[config.mk]
export PLATFORM = sky130hd
export DESIGN_NAME = pulse_handshake_rx
export DESIGN_NICKNAME = d
export VERILOG_FILES = /design/src/rtl/pulse_handshake_rx.sv
export SDC_FILE = /design/constraint.sdc
export NUM_CORES = 1
export LEC_CHECK = 0
export ABC_AREA = 1
export CAP_MARGIN = 20
export CELL_PAD_IN_SITES_DETAIL_PLACEMENT = 0
export CELL_PAD_IN_SITES_GLOBAL_PLACEMENT = 2
export CORE_ASPECT_RATIO = 1.75
export CORE_MARGIN = 5
export CORE_UTILIZATION = 30
export CTS_CLUSTER_DIAMETER = 50
export DETAILED_ROUTE_END_ITERATION = 12
export GPL_TIMING_DRIVEN = 0
export PLACE_DENSITY = 0.77
export SETUP_SLACK_MARGIN = 0.5
export SYNTH_ARGS = -nofsm -noshare
export SYNTH_HDL_FRONTEND = slang
export SYNTH_SLANG_ARGS = --single-unit
[constraint.sdc]
create_clock -name clk -period 1.61 [get_ports clk]
set_input_delay 0.322 -clock clk [delete_from_list [all_inputs] [get_ports clk]]
set_output_delay 0.322 -clock clk [all_outputs]
set_load 0.02 [all_outputs]
[src/rtl/pulse_handshake_rx.sv]
// Receive side of a four-phase req/ack pulse handshake. It synchronizes req_in,
// regenerates a PULSE_LEN-cycle pulse, returns a level ack and tracks errors.
module pulse_handshake_rx #(
    parameter int SYNC_STAGES = 2,
    parameter int PULSE_LEN   = 1,
    parameter int CNT_W       = 8,
    parameter int TIMEOUT     = 1023
) (
    input  logic             clk,
    input  logic             rst,
    input  logic             req_in,
    input  logic             err_clr,
    output logic             ack_out,
    output logic             pulse_out,
    output logic             pulse_flag,
    output logic [CNT_W-1:0] pulse_cnt,
    output logic             proto_err,
    output logic             timeout_err
);

    localparam int                WAIT_W   = (TIMEOUT < 2) ? 1 : $clog2(TIMEOUT + 1);
    localparam logic [7:0]        LEN_M1   = 8'(PULSE_LEN - 1);
    localparam logic [WAIT_W-1:0] WAIT_LIM = WAIT_W'(TIMEOUT);

    typedef enum logic [1:0] {
        IDLE     = 2'd0,
        PULSE    = 2'd1,
        WAIT_LOW = 2'd2
    } state_t;

    state_t              state;
    logic [SYNC_STAGES-1:0] sync_q;
    logic                req_s;
    logic [7:0]          len_cnt;
    logic [WAIT_W-1:0]   wait_cnt;

    // Plain flop chain; only its last stage is ever looked at.
    always_ff @(posedge clk) begin
        if (rst) sync_q <= '0;
        else     sync_q <= {sync_q[SYNC_STAGES-2:0], req_in};
    end

    assign req_s = sync_q[SYNC_STAGES-1];

    always_ff @(posedge clk) begin
        if (rst) begin
            state       <= IDLE;
            ack_out     <= 1'b0;
            pulse_out   <= 1'b0;
            pulse_flag  <= 1'b0;
            pulse_cnt   <= '0;
            proto_err   <= 1'b0;
            timeout_err <= 1'b0;
            len_cnt     <= '0;
            wait_cnt    <= '0;
        end else begin
            // Clear first so that any set below in the same cycle takes priority.
            if (err_clr) begin
                proto_err   <= 1'b0;
                timeout_err <= 1'b0;
            end
            case (state)
                IDLE: begin
                    if (req_s) begin
                        state      <= PULSE;
                        pulse_out  <= 1'b1;
                        ack_out    <= 1'b1;
                        pulse_flag <= 1'b1;
                        pulse_cnt  <= pulse_cnt + CNT_W'(1);
                        len_cnt    <= LEN_M1;
                    end
                end
                PULSE: begin
                    if (!req_s) proto_err <= 1'b1;
                    if (len_cnt == 8'd0) begin
                        pulse_out <= 1'b0;
                        if (req_s) begin
                            state    <= WAIT_LOW;
                            wait_cnt <= '0;
                        end else begin
                            state      <= IDLE;
                            ack_out    <= 1'b0;
                            pulse_flag <= 1'b0;
                        end
                    end else begin
                        len_cnt <= len_cnt - 8'd1;
                    end
                end
                WAIT_LOW: begin
                    if (!req_s) begin
                        state      <= IDLE;
                        ack_out    <= 1'b0;
                        pulse_flag <= 1'b0;
                    end else begin
                        // Saturate so a cleared timeout is not re-raised by wrap-around.
                        if (wait_cnt != WAIT_LIM) wait_cnt <= wait_cnt + WAIT_W'(1);
                        if (TIMEOUT != 0 && wait_cnt == WAIT_LIM - WAIT_W'(1))
                            timeout_err <= 1'b1;
                    end
                end
                default: begin
                    state      <= IDLE;
                    ack_out    <= 1'b0;
                    pulse_out  <= 1'b0;
                    pulse_flag <= 1'b0;
                end
            endcase
        end
    end

endmodule

=== After elaboration in Yosys (flattened, before gate mapping) ===
Cells that the tools add are included.

* Flip-flop bits (word level): 35
* Input port bits: 4

* Add/subtract/negate cells: 3
* Equality and inequality tests: 11
* Mux-type cells: 29
* Bitwise logic cells: 1
* Reductions and logical operators: 10

{| class="wikitable"
|+ Operators with widths
! cell !! number
|-
| 2-to-1 mux 10 bit || 4
|-
| one-hot mux 10 bit (2 select lines) || 1
|-
| 2-to-1 mux 8 bit || 2
|-
| one-hot mux 8 bit (2 select lines) || 1
|-
| inequality test 2 bit (second input constant) || 7
|-
| 2-to-1 mux 1 bit || 13
|-
| adder 10 x 1 -> 10 bit (second input constant) || 1
|-
| == test 10 bit (second input constant) || 1
|-
| inequality test 10 bit (second input constant) || 1
|-
| one-hot mux 1 bit (3 select lines) || 3
|-
| AND reduction 3 bit || 3
|-
| adder 8 x 1 -> 8 bit (second input constant) || 1
|-
| zero test 8 bit || 1
|-
| 2-to-1 mux 2 bit || 4
|-
| subtractor 8 x 1 -> 8 bit (second input constant) || 1
|-
| one-hot mux 2 bit (3 select lines) || 1
|-
| AND reduction 5 bit || 1
|-
| AND reduction 2 bit || 2
|-
| nonzero test 2 bit || 2
|-
| == test 2 x 1 -> 1 bit (second input constant) || 1
|-
| == test 2 bit (second input constant) || 1
|-
| zero test 2 bit || 1
|-
| inverter 1 bit || 1
|}

=== Longest topological paths before layout ===
* Word-level depth: 4
* Depth in mapped cells: 10

=== Worst setup path after synthesis ===
Ideal clock, no wire load.

* Path type: register to register
* From: reg state[1]
* To: reg len_cnt[1]
* Setup time: 0.128 ns
* Arrival time: 1.312 ns
* Slack: 0.170 ns
* Cell stages (with the launch flop): 9
* Path buffers: 1
* Period minus slack after synthesis: 1.440 ns
* Cells stage by stage: dfxtp_1 inv_1 ha_1 inv_1 nand2_1 nand3_2 buf_6 o21ai_0 nor2_1

* Cells in the longest elaborated chain, start to end: 3
* Elaborated cells on any way between the ends: 7

{| class="wikitable"
|+ Ends and longest elaborated chain
! item !! RTL line !! text
|-
| start: declaration || 31 || <nowiki>state_t state;</nowiki>
|-
| start signal: assignment || 47 || <nowiki>state <= IDLE;</nowiki>
|-
| start signal: assignment || 65 || <nowiki>state <= PULSE;</nowiki>
|-
| start signal: assignment || 78 || <nowiki>state <= WAIT_LOW;</nowiki>
|-
| == test 2 x 1 -> 1 bit / zero test 2 bit (equally long branches) || 62 || <nowiki>case (state)</nowiki>
|-
| inequality test 2 bit (no source line) / nonzero test 2 bit (equally long branches) || - ||
|-
| AND reduction 3 bit (no source line) || - ||
|-
| end signal: assignment || 86 || <nowiki>len_cnt <= len_cnt - 8'd1;</nowiki>
|-
| end: declaration || 34 || <nowiki>logic [7:0] len_cnt;</nowiki>
|}

Several ways; a longest one is shown, not always the timed one.
A chain may end at the register's enable or synchronous reset.

=== Final worst setup path ===
* From: reg state[1]
* To: reg ack_out

* Cells in the longest elaborated chain, start to end: 3
* Elaborated cells on any way between the ends: 7

{| class="wikitable"
|+ Ends and longest elaborated chain
! item !! RTL line !! text
|-
| == test 2 x 1 -> 1 bit / zero test 2 bit (equally long branches) || 62 ||
|-
| inequality test 2 bit (no source line) || - ||
|-
| AND reduction 2 bit (no source line) || - ||
|-
| end signal: assignment || 67 || <nowiki>ack_out <= 1'b1;</nowiki>
|-
| end signal: assignment || 82 || <nowiki>ack_out <= 1'b0;</nowiki>
|-
| end signal: assignment || 92 || <nowiki>ack_out <= 1'b0;</nowiki>
|-
| end: declaration || 13 || <nowiki>output logic ack_out,</nowiki>
|}

Several ways; a longest one is shown, not always the timed one.

==> flow_summary.ini <==
[clocking]
cts_tree = built
hold_buffers = 0
htreeDepth = 2
clock-sinks = 35
cts_buffers = 5
root_buffer = clkbuf_16
clkTransAtPathRegs_ns = 0.06
clockBufferDepth = 2
insertion_delay_ns = 0.29

[finish]
layout_commonest_cell = nand2_1
fin_util_pct = 47.4
fin_nets = 361
drive_gt1_share_pct = 46.1
finalInstanceArea_um2 = 3080
fin_cells = 431
regArea_um2 = 748
multi_input_area_um2 = 1420
layout_common_cells = nand2_1 (54), nor2_1 (35), inv_1 (30)
antenna_cells = 0
area_growth_pct = 55.7
fillers = 696

[synthesis]
yosysSeqAreaShare_pct = 35.4
ys.flop_type = dfxtp_1
syn-cell-area_um2 = 1980
synth_edf_count = 0
ys_seq_elements = 35
ys.warnings.count = 0
syn_area_per_cell_um2 = 6.77
syn-num-nets = 305
async_reset_ff_share_pct = 0
synth.distinct_cells = 28
syn-instance-count = 292

[worst_setup_path]
startpoint_type = register
path_class = reg2reg
critPathSlowestCell = dfxtp_4
endpoint_kind = register
critPathBufInv = 4
r2r-start = state[1]$_SDFFE_PP0P_
critPathTopFamily = buffers and inverters
worstPathRequired_ns = 1.79
cp-startpoint = state[1]$_SDFFE_PP0P_
cp_cell_sequence = inv_4 > ha_4 > o21ai_4 > buf_12 > buf_8 > buf_6 > a21oi_2 > nor2_1
cp_max_fo = 8
critPathMaxStageDelay_ns = 0.37
crit_arrival_ns = 1.57

[floorplan]
core_area_um2 = 6490
fp.dieH_um = 117
ioPinCount = 17
start_util_pct = 30.5
dieArea_um2 = 8380
chipWidth_um = 71.4
rows = 39

[pwr]
power_mw = 2.24
vdd_drop_max_mv = 0.532
power_density_nw_per_um2 = 729
leakagePower_nw = 1.31

[sta]
fin_worst_skew_ns = 0.00907
finalSetupViolCount = 0
hold_slack_ns = 0.408
hold_viol_final = 0
fmax_ghz = 0.717
setup_ws_ns = 0.216
fin_tns_setup_ns = 0
slew_viol_final = 0
min_period_over_period_pct = 86.6
worst_slew_pin_slew_ns = 0.390
slew_headroom_pct = 74.0
min_period_ns = 1.39
rsz0062_at_grt = true

[global_route]
grt_antenna_before_repair = 0
grt_overflow = 0
grtUsageTotal_pct = 14.8
globalRouteMet1Util_pct = 14.0
grt_pass1_vias = 1915
grt_use_met2_pct = 27.6
grt_pass1_wl_um = 9560
top_usage_layer = met2
grt_max_degree = 12
grt_use_met3_pct = 3.25

[placed_design]
place_ws_ns = -0.205
portBuffers = 16
placedInstanceArea_um2 = 2420
dp_hpwl_um = 4160
placed_cells = 390
gp_congestion = 0.773

[routing]
wl_per_cell_um = 13.9
viasPerCell = 4.66
wl_um = 6010
postRouteAntennaNets = 0
drcViolationCount = 0
vias = 2008
dr.pass1.iters = 4
drt-initial-drc-count = 98

[run_status]
outcome = finished clean

[run]
cap_violations = 0

[worst_hold_path]
hold_path_class = reg2reg
hp-start = sync_q[0]$_SDFF_PP0_
[cells by family (layout without fill, tap and decap cells)]
group | Yosys count | count (layout) | share of synthesized area (%)
AO/OA/AOI/OAI | 35 | 35 | 9.61
flip-flops | 35 | 35 | 35.4
XOR/XNOR | 4 | 4 | 1.77
buffers and inverters | 47 | 102 | 9.68
AND/OR/NAND/NOR | 162 | 164 | 37.8
adder cells (fa/ha/maj) | 9 | 9 | 5.69
[layout make-up]
type	count	share of cell area [%]
inverter	42	6.18
sequential	35	24.3
clock inverter	1	0.163
timing repair buffer	47	13.6
tap	82	3.33
buffer	5	1.71
multi-input combinational	212	46.1
clock buffer	7	4.63
[cells in the mapped netlist, drive strengths merged (2+ instances only)]
master,number,area [um^2]
nand2,76,288
nor2,52,230
inv,42,158
dfxtp,35,701
a21oi,21,105
o21ai,14,85.1
nand3,12,87.6
nand4,12,81.3
ha,9,113
nor3,4,20.0
clkbuf,3,11.3
nor3b,3,22.5
xor2,3,26.3
buf,2,22.5
[per-layer routing]
| layer | vias up | routed length [um] |
|---|---|---|
| met5 | - | 0 |
| met4 | 0 | 263 |
| met3 | 15 | 117 |
| met2 | 20 | 3460 |
| met1 | 933 | 2170 |
| li1 | 1040 | - |
[worst register-to-register path, cell delays in order, from the launching register on]
cell     delay, ns
dfxtp_4       0.37
inv_4         0.08
ha_4          0.21
o21ai_4       0.08
buf_12        0.15
buf_8         0.13
buf_6         0.11
a21oi_2       0.10
nor2_1        0.04
[where the power goes]
part           switching, mW  internal [mW]  total, mW
sequential            0.0238          0.878      0.902
clock                  0.371          0.613      0.984
combinational          0.194          0.165      0.359
[flip-flops by register name (all words and copies together), names as in the netlist, 2 cells and up]
name / flops
len_cnt: 8
wait_cnt: 10
sync_q: 2
state: 2
pulse_cnt: 8
[path summary, 6_finish.rpt]
kind                          endpoint  slack, ns  depth (start not counted)
hold reg to reg   sync_q[1]$_SDFF_PP0_       0.41                          2
setup / recovery  ack_out$_SDFFE_PP0P_       0.22                          8
setup reg to reg  ack_out$_SDFFE_PP0P_       0.22                          8
hold / removal    sync_q[1]$_SDFF_PP0_       0.41                          2
[repair_timing]
| item | 4_1_cts | 5_1_grt |
|---|---|---|
| gates resized for setup | 114 | 48 |
| setup buffers | 18 | 11 |
| pin swaps | 21 | 23 |
| gates cloned | 4 | 0 |
| setup endpoints to repair | 48 | 41 |
No activity file was read; power rests on OpenSTA's default activity.
